--- config.mk ---
export PLATFORM = sky130hd
export DESIGN_NAME = l1_threshold_servo
export DESIGN_NICKNAME = d
export VERILOG_FILES = /design/src/rtl/l1_threshold_servo.sv
export SDC_FILE = /design/constraint.sdc
export NUM_CORES = 1
export LEC_CHECK = 0
export CORE_MARGIN = 10
export CORE_UTILIZATION = 60
export CTS_CLUSTER_DIAMETER = 150
export DETAILED_ROUTE_END_ITERATION = 7
export DONT_BUFFER_PORTS = 1
export GPL_ROUTABILITY_DRIVEN = 0
export PLACE_DENSITY = 0.76
export SYNTH_ARGS = -nofsm -noshare
export SYNTH_HDL_FRONTEND = slang
export SYNTH_SLANG_ARGS = --single-unit
export TNS_END_PERCENT = 20
--- constraint.sdc ---
create_clock -name ifclk -period 7.7 [get_ports ifclk]
set_input_delay 1.54 -clock ifclk [delete_from_list [all_inputs] [get_ports ifclk]]
set_output_delay 1.54 -clock ifclk [all_outputs]
set_load 0.01 [all_outputs]
--- src/rtl/l1_threshold_servo.sv ---
// L1 trigger-rate threshold servo: counts per-beam triggers over a window and nudges each threshold toward target.
// Optional scaler readback is built when L1_SERVO_READBACK_EN is defined.
module l1_threshold_servo #(
    parameter int NBEAMS         = 2,
    parameter int THRESH_BITS    = 18,
    parameter int COUNT_BITS     = 24,
    parameter int PERIOD_CLOCKS  = 1000,
    parameter int HOLDOFF_CLOCKS = 16,
    parameter int STEP           = 1
) (
    input  logic                   ifclk,
    input  logic                   ifclk_rst_i,
    input  logic                   enable_i,
    input  logic                   thresh_load_i,
    input  logic [THRESH_BITS-1:0] init_thresh_i,
    input  logic [COUNT_BITS-1:0]  target_i,
    input  logic [COUNT_BITS-1:0]  delta_i,
    input  logic [NBEAMS-1:0]      trigger_i,
    output logic [THRESH_BITS-1:0] thresh_o,
    output logic [NBEAMS-1:0]      thresh_ce_o,
    output logic                   update_o,
    output logic                   period_done_o,
    input  logic [5:0]             beam_idx_i,
    output logic [COUNT_BITS-1:0]  scal_dat_o
);

    localparam int IB = (NBEAMS > 1) ? $clog2(NBEAMS) : 1;
    localparam int PB = $clog2(PERIOD_CLOCKS);
    localparam int HB = (HOLDOFF_CLOCKS > 1) ? $clog2(HOLDOFF_CLOCKS) : 1;
    localparam logic [IB-1:0]          LAST_BEAM = IB'(NBEAMS - 1);
    localparam logic [PB-1:0]          LAST_TICK = PB'(PERIOD_CLOCKS - 1);
    localparam logic [HB-1:0]          HOLD_INIT = HB'(HOLDOFF_CLOCKS - 1);
    localparam logic [THRESH_BITS-1:0] THR_MAX   = '1;
    localparam logic [COUNT_BITS-1:0]  CNT_MAX   = '1;
    localparam logic [THRESH_BITS:0]   STEP_W    = (THRESH_BITS + 1)'(STEP);

    typedef enum logic [2:0] {
        S_IDLE, S_COUNT, S_ADJUST, S_UPDATE, S_LOAD, S_LOAD_UPD
    } state_t;

    state_t                 state_q, state_d;
    logic [PB-1:0]          tick_q, tick_d;
    logic [IB-1:0]          idx_q, idx_d;
    logic [COUNT_BITS-1:0]  count_q [NBEAMS];
    logic [COUNT_BITS-1:0]  count_d [NBEAMS];
    logic [HB-1:0]          hold_q [NBEAMS];
    logic [HB-1:0]          hold_d [NBEAMS];
    logic [THRESH_BITS-1:0] thr_q [NBEAMS];
    logic [THRESH_BITS-1:0] thr_d [NBEAMS];
    logic [THRESH_BITS-1:0] tout_q, tout_d;
    logic [NBEAMS-1:0]      ce_q, ce_d;
    logic                   upd_q, upd_d;
    logic                   pdone_q, pdone_d;
    logic                   sweep;
`ifdef L1_SERVO_READBACK_EN
    logic [COUNT_BITS-1:0]  lat_q [NBEAMS];
    logic [COUNT_BITS-1:0]  lat_d [NBEAMS];
    logic [COUNT_BITS-1:0]  scal_q, scal_d;
`endif

    function automatic logic [THRESH_BITS-1:0] adjust(input logic [THRESH_BITS-1:0] thr,
                                                      input logic [COUNT_BITS-1:0]  cnt);
        logic [COUNT_BITS:0]    hi;
        logic [COUNT_BITS:0]    lo;
        logic [THRESH_BITS:0]   up;
        logic [THRESH_BITS-1:0] res;
        hi  = {1'b0, target_i} + {1'b0, delta_i};
        lo  = (delta_i > target_i) ? '0 : ({1'b0, target_i} - {1'b0, delta_i});
        up  = {1'b0, thr} + STEP_W;
        res = thr;
        if ({1'b0, cnt} > hi)
            res = (up > {1'b0, THR_MAX}) ? THR_MAX : up[THRESH_BITS-1:0];
        else if ({1'b0, cnt} < lo)
            res = ({1'b0, thr} < STEP_W) ? '0 : (thr - STEP_W[THRESH_BITS-1:0]);
        return res;
    endfunction

    always_comb begin
        state_d = state_q;
        tick_d  = tick_q;
        idx_d   = idx_q;
        count_d = count_q;
        hold_d  = hold_q;
        thr_d   = thr_q;
        tout_d  = tout_q;
        ce_d    = '0;
        upd_d   = 1'b0;
        pdone_d = 1'b0;
        sweep   = 1'b0;
`ifdef L1_SERVO_READBACK_EN
        lat_d   = lat_q;
`endif
        case (state_q)
            S_IDLE: begin
                if (thresh_load_i) begin
                    for (int unsigned b = 0; b < NBEAMS; b++) thr_d[b] = init_thresh_i;
                    state_d = S_LOAD;
                    idx_d   = '0;
                    sweep   = 1'b1;
                end else if (enable_i) begin
                    state_d = S_COUNT;
                    tick_d  = '0;
                end
            end
            S_COUNT: begin
                for (int unsigned b = 0; b < NBEAMS; b++) begin
                    if (hold_q[b] != '0) begin
                        hold_d[b] = hold_q[b] - 1'b1;
                    end else if (trigger_i[b]) begin
                        hold_d[b] = HOLD_INIT;
                        if (count_q[b] != CNT_MAX) count_d[b] = count_q[b] + 1'b1;
                    end
                end
                if (tick_q == LAST_TICK) begin
                    // All beams are decided at window close; the sweep then just presents them in order.
                    for (int unsigned b = 0; b < NBEAMS; b++) begin
`ifdef L1_SERVO_READBACK_EN
                        lat_d[b] = count_d[b];
`endif
                        thr_d[b]   = adjust(thr_q[b], count_d[b]);
                        count_d[b] = '0;
                        hold_d[b]  = '0;
                    end
                    state_d = S_ADJUST;
                    idx_d   = '0;
                    sweep   = 1'b1;
                    pdone_d = 1'b1;
                end else begin
                    tick_d = tick_q + 1'b1;
                end
            end
            S_ADJUST, S_LOAD: begin
                if (idx_q == LAST_BEAM) begin
                    state_d = (state_q == S_ADJUST) ? S_UPDATE : S_LOAD_UPD;
                    upd_d   = 1'b1;
                end else begin
                    idx_d = idx_q + 1'b1;
                    sweep = 1'b1;
                end
            end
            S_UPDATE: begin
                state_d = S_COUNT;
                tick_d  = '0;
            end
            S_LOAD_UPD: state_d = S_IDLE;
            default:    state_d = S_IDLE;
        endcase

        // The load sweep belongs to IDLE, so only the servo states are torn down by enable_i low.
        if (!enable_i && (state_q == S_COUNT || state_q == S_ADJUST || state_q == S_UPDATE)) begin
            state_d = S_IDLE;
            thr_d   = thr_q;
            sweep   = 1'b0;
            upd_d   = 1'b0;
            pdone_d = 1'b0;
`ifdef L1_SERVO_READBACK_EN
            lat_d   = lat_q;
`endif
            for (int unsigned b = 0; b < NBEAMS; b++) begin
                count_d[b] = '0;
                hold_d[b]  = '0;
            end
        end

        if (sweep) begin
            tout_d = thr_d[idx_d];
            ce_d   = NBEAMS'(1) << idx_d;
        end
    end

    always_ff @(posedge ifclk or posedge ifclk_rst_i) begin
        if (ifclk_rst_i) begin
            state_q <= S_IDLE;
            tick_q  <= '0;
            idx_q   <= '0;
            tout_q  <= '0;
            ce_q    <= '0;
            upd_q   <= 1'b0;
            pdone_q <= 1'b0;
            for (int unsigned b = 0; b < NBEAMS; b++) begin
                count_q[b] <= '0;
                hold_q[b]  <= '0;
                thr_q[b]   <= '0;
`ifdef L1_SERVO_READBACK_EN
                lat_q[b]   <= '0;
`endif
            end
`ifdef L1_SERVO_READBACK_EN
            scal_q  <= '0;
`endif
        end else begin
            state_q <= state_d;
            tick_q  <= tick_d;
            idx_q   <= idx_d;
            tout_q  <= tout_d;
            ce_q    <= ce_d;
            upd_q   <= upd_d;
            pdone_q <= pdone_d;
            count_q <= count_d;
            hold_q  <= hold_d;
            thr_q   <= thr_d;
`ifdef L1_SERVO_READBACK_EN
            lat_q   <= lat_d;
            scal_q  <= scal_d;
`endif
        end
    end

`ifdef L1_SERVO_READBACK_EN
    always_comb begin
        scal_d = '0;
        for (int unsigned b = 0; b < NBEAMS; b++)
            if (beam_idx_i == 6'(b)) scal_d = lat_q[b];
    end
    assign scal_dat_o = scal_q;
`else
    logic unused_beam_idx;
    assign unused_beam_idx = ^beam_idx_i;
    assign scal_dat_o      = '0;
`endif

    assign thresh_o      = tout_q;
    assign thresh_ce_o   = ce_q;
    assign update_o      = upd_q;
    assign period_done_o = pdone_q;

endmodule
==> results of run 1 <==
## power groups by stage
stage | clock network (uW) | registers [uW] | logic (uW)
global placement | 0 | 1170 | 1550
CTS | 806 | 1170 | 1600
finish | 801 | 1190 | 1650
floorplan | 0 | 971 | 1360
detailed placement | 0 | 1180 | 1590
global route | 831 | 1210 | 1810
## logic make-up after synthesis
family,after synthesis
simple gates,701
compound gates,547
buf+inv,235
fa+ha+maj,156
flops,128
xor+xnor,107
mux,17
other cells,1
## critical path, stage by stage
cell	delay [ps]
inv_1	20
ha_1	270
nor2b_1	170
o31a_1	210
nor3_1	80
o32a_1	480
o31ai_4	230
a21bo_2	190
nand2_1	50
nand2_1	200
buf_12	180
nand2_1	110
ha_1	310
a21oi_1	150
nor2_1	70
o41ai_1	560
o211a_1	260
a21boi_0	410
a311oi_1	210
or2_1	480
nor4_1	330
mux2_2	360
o21ai_0	360
o21ai_0	190
## metrics by stage
stage / std cells / total power (uW) / instance area (um2) / worst slack, ps
2_1_floorplan: 1915 / 2330 / 14400 / 1010
3_3_place_gp: 2118 / 2720 / 14400 / 416
3_5_place_dp: 2118 / 2770 / 14400 / 340
4_1_cts: 2150 / 3580 / 15000 / 768
5_1_grt: 2151 / 3850 / 15000 / 261
6_report: 2152 / 3640 / 15000 / 547
## how the worst max path moves through the flow
stage,slack [ps],to,cells past startpoint
2_1_floorplan,1010,thr_q[16],28
3_3_place_gp,420,thr_q[2],25
3_5_place_dp,340,thresh_o[1],22
4_1_cts,770,thresh_o[14],22
5_1_grt,260,thresh_o[14],25
6_report,550,thr_q[28],24
## area by class of cell
class,instances,area [um2],area share
Sequential cell,128,3200,0.213
Clock buffer,17,425,0.0283
Clock inverter,15,154,0.0103
Timing Repair Buffer,34,268,0.0178
Multi-Input combinational cell,1552,10200,0.682
Antenna cell,2,5.00,0.000333
Inverter,85,324,0.0216
Tap cell,319,399,0.0266
## sequential cells by signal, summed over array words and instances, names as in the netlist
| name | flops |
|---|---|
| hold_q | 8 |
| idx_q | 1 |
| count_q | 48 |
| state_q | 3 |
| thresh_ce_o | 2 |
| period_done_o | 1 |
| update_o | 1 |
| thr_q | 36 |
| thresh_o | 18 |
| tick_q | 10 |
## cell usage in the layout, fill, tap and decap left out, types with 25 or more instances in the layout
master	Yosys	routed
inv_1	85	84
nor2_1	176	175
nand4_1	56	56
xnor2_1	73	73
or3_1	25	25
nand3_1	82	82
ha_1	154	154
nor3_1	49	48
xor2_1	33	33
buf_4	24	33
a21oi_1	125	125
and3_1	36	36
o31ai_1	38	38
nand2_1	163	162
dfrtp_1	128	128
o21ai_0	137	136
a21o_1	28	28
## metal layers
metal | vias to the layer above | track usage
li1 | 6748 | -
met1 | 6868 | 0.336
met2 | 851 | 0.457
met3 | 199 | 0.0548
met4 | 0 | 0.163
met5 | - | 0
==> metrics.csv, run 1 <==
metric,value,unit
1st-iter DRT viols,1594,
sw frac,0.475,
Post-Synth XOR/XNOR Area,0.0659,
Clock power frac,0.220,
Hold Path Class,flip-flop to flip-flop,
CTS tree,yes,
Yosys reg bits,128,
Power Dens Cells,242,nW/um2
Post-synth ARST share,1.00,
CP endpoint kind,flip-flop,
"Req. time, crit path",7990,ps
Int Power,1910,uW
Die Area,30500,um2
total number of vias,14700,
"EDFF count, synth",0,
Root Buffer,clkbuf_16,
first-pass GRT wire length,70.9,mm
GRT Util Overall,0.280,
Std-Cell Rows,56,
Port Buffers,0,
gate count of the mapped netlist,1892,
clock skew,14.8,ps
complex-gate fraction of the synthesized area,0.251,
post-synthesis mux area share,0.0125,
pin count of the biggest net entering global routing,69,
Post-Syn Area,14300,um2
post-DP HPWL,33.5,mm
Synth Area in Simple Gates,0.240,
Die Width,175,um
Final Util,0.640,
nets,2052,
total CTS buffers,17,
post-route met1 wirelength,17.2,mm
antenna-violating nets left,0,
TritonCTS Sinks,128,
Worst EP arrival,7440,ps
top-count cell post-synth,nor2_1,
fillers,2054,
crit start category,input port,
Initial Util,0.611,
"top cells by area, synth","dfrtp_1 (22%), ha_1 (13%), o21ai_0 (4.8%)",
CTS resizes,0,
# DRC,0,
Slew HR,0.413,
Max Cap Violations,0,
Critical Path Start,delta_i[1],
final setup vio count,0,
CTS Buffer Depth,2,
Fmax,140,MHz
share of layout cells above drive strength 1,0.0519,
Net Sw Power,1730,uW
Highest Signal Layer,met4,
met3 WL,4.29,mm
reg2reg end,thr_q[28],
sequential share of the synthesized area,0.223,
Worst Hold Path EP,hold_q[1],
crit path kind,input port to flip-flop,
grt ovf,0,
Post-synth top cells,"nor2_1 (176), nand2_1 (163), ha_1 (154)",
total wire length,44.5,mm
Synthesis Warnings,0,
Final Max Slew Viols,0,
setup repair bufs after CTS,0,
"Primary FF master, synth",dfrtp_1,
Via-to-Cell Ratio,6.82,
Syn Area/Cell,7.58,um2
Layout area overhead,4.75,%
worst hold margin,509,ps
met2 WL,20.5,mm
Crit Path Max Fanout,16,
Netlist cell types,82,
post-synth top area share,0.223,
clock latency on the worst-skew pair,440,ps
Reg2Reg Setup Slack,1150,ps
Hold Crit Depth,2,
core area,23500,um2
sequential share of power,0.326,
Worst-Margin Slew,858,ps
post-synth top area cell,dfrtp_1,
H-tree levels,4,
Clock Pin Slew Worst Setup and Hold Paths,70,ps
reg2reg start,hold_q[4],
Fin. Hold Viols,0,
worst reg-to-reg path cell count,22,
Period minus WS final,7150,ps
final period utilization,0.929,
drt first pass iters,7,
outcome,"complete, no violations",
initial antenna violation count,3,
main combinational cell family by area after synthesis,compound AO/OA/AOI/OAI gates,
DR WL/cell,20.7,um
post-synthesis adder-cell area fraction,0.137,
cts hold-fix bufs,0,
IO Count,124,
Setup Total Neg Slack,0,ps
hold wc startpoint,hold_q[1],
worst vdd ir,159,uV
Die Ht,175,um
vias in the first global route,13900,
Lkg Pwr,0.00664,uW
Comb power frac,0.454,
RSZ-0062 raised after global routing,no,
(Power assumes the default switching activity.)
==> inputs of run 2 (changes only) <==
SKIP_LAST_GASP = 1   (was not set)
==> results of run 2 <==
The final DEF is identical to that of run 1; final timing and power are the same.
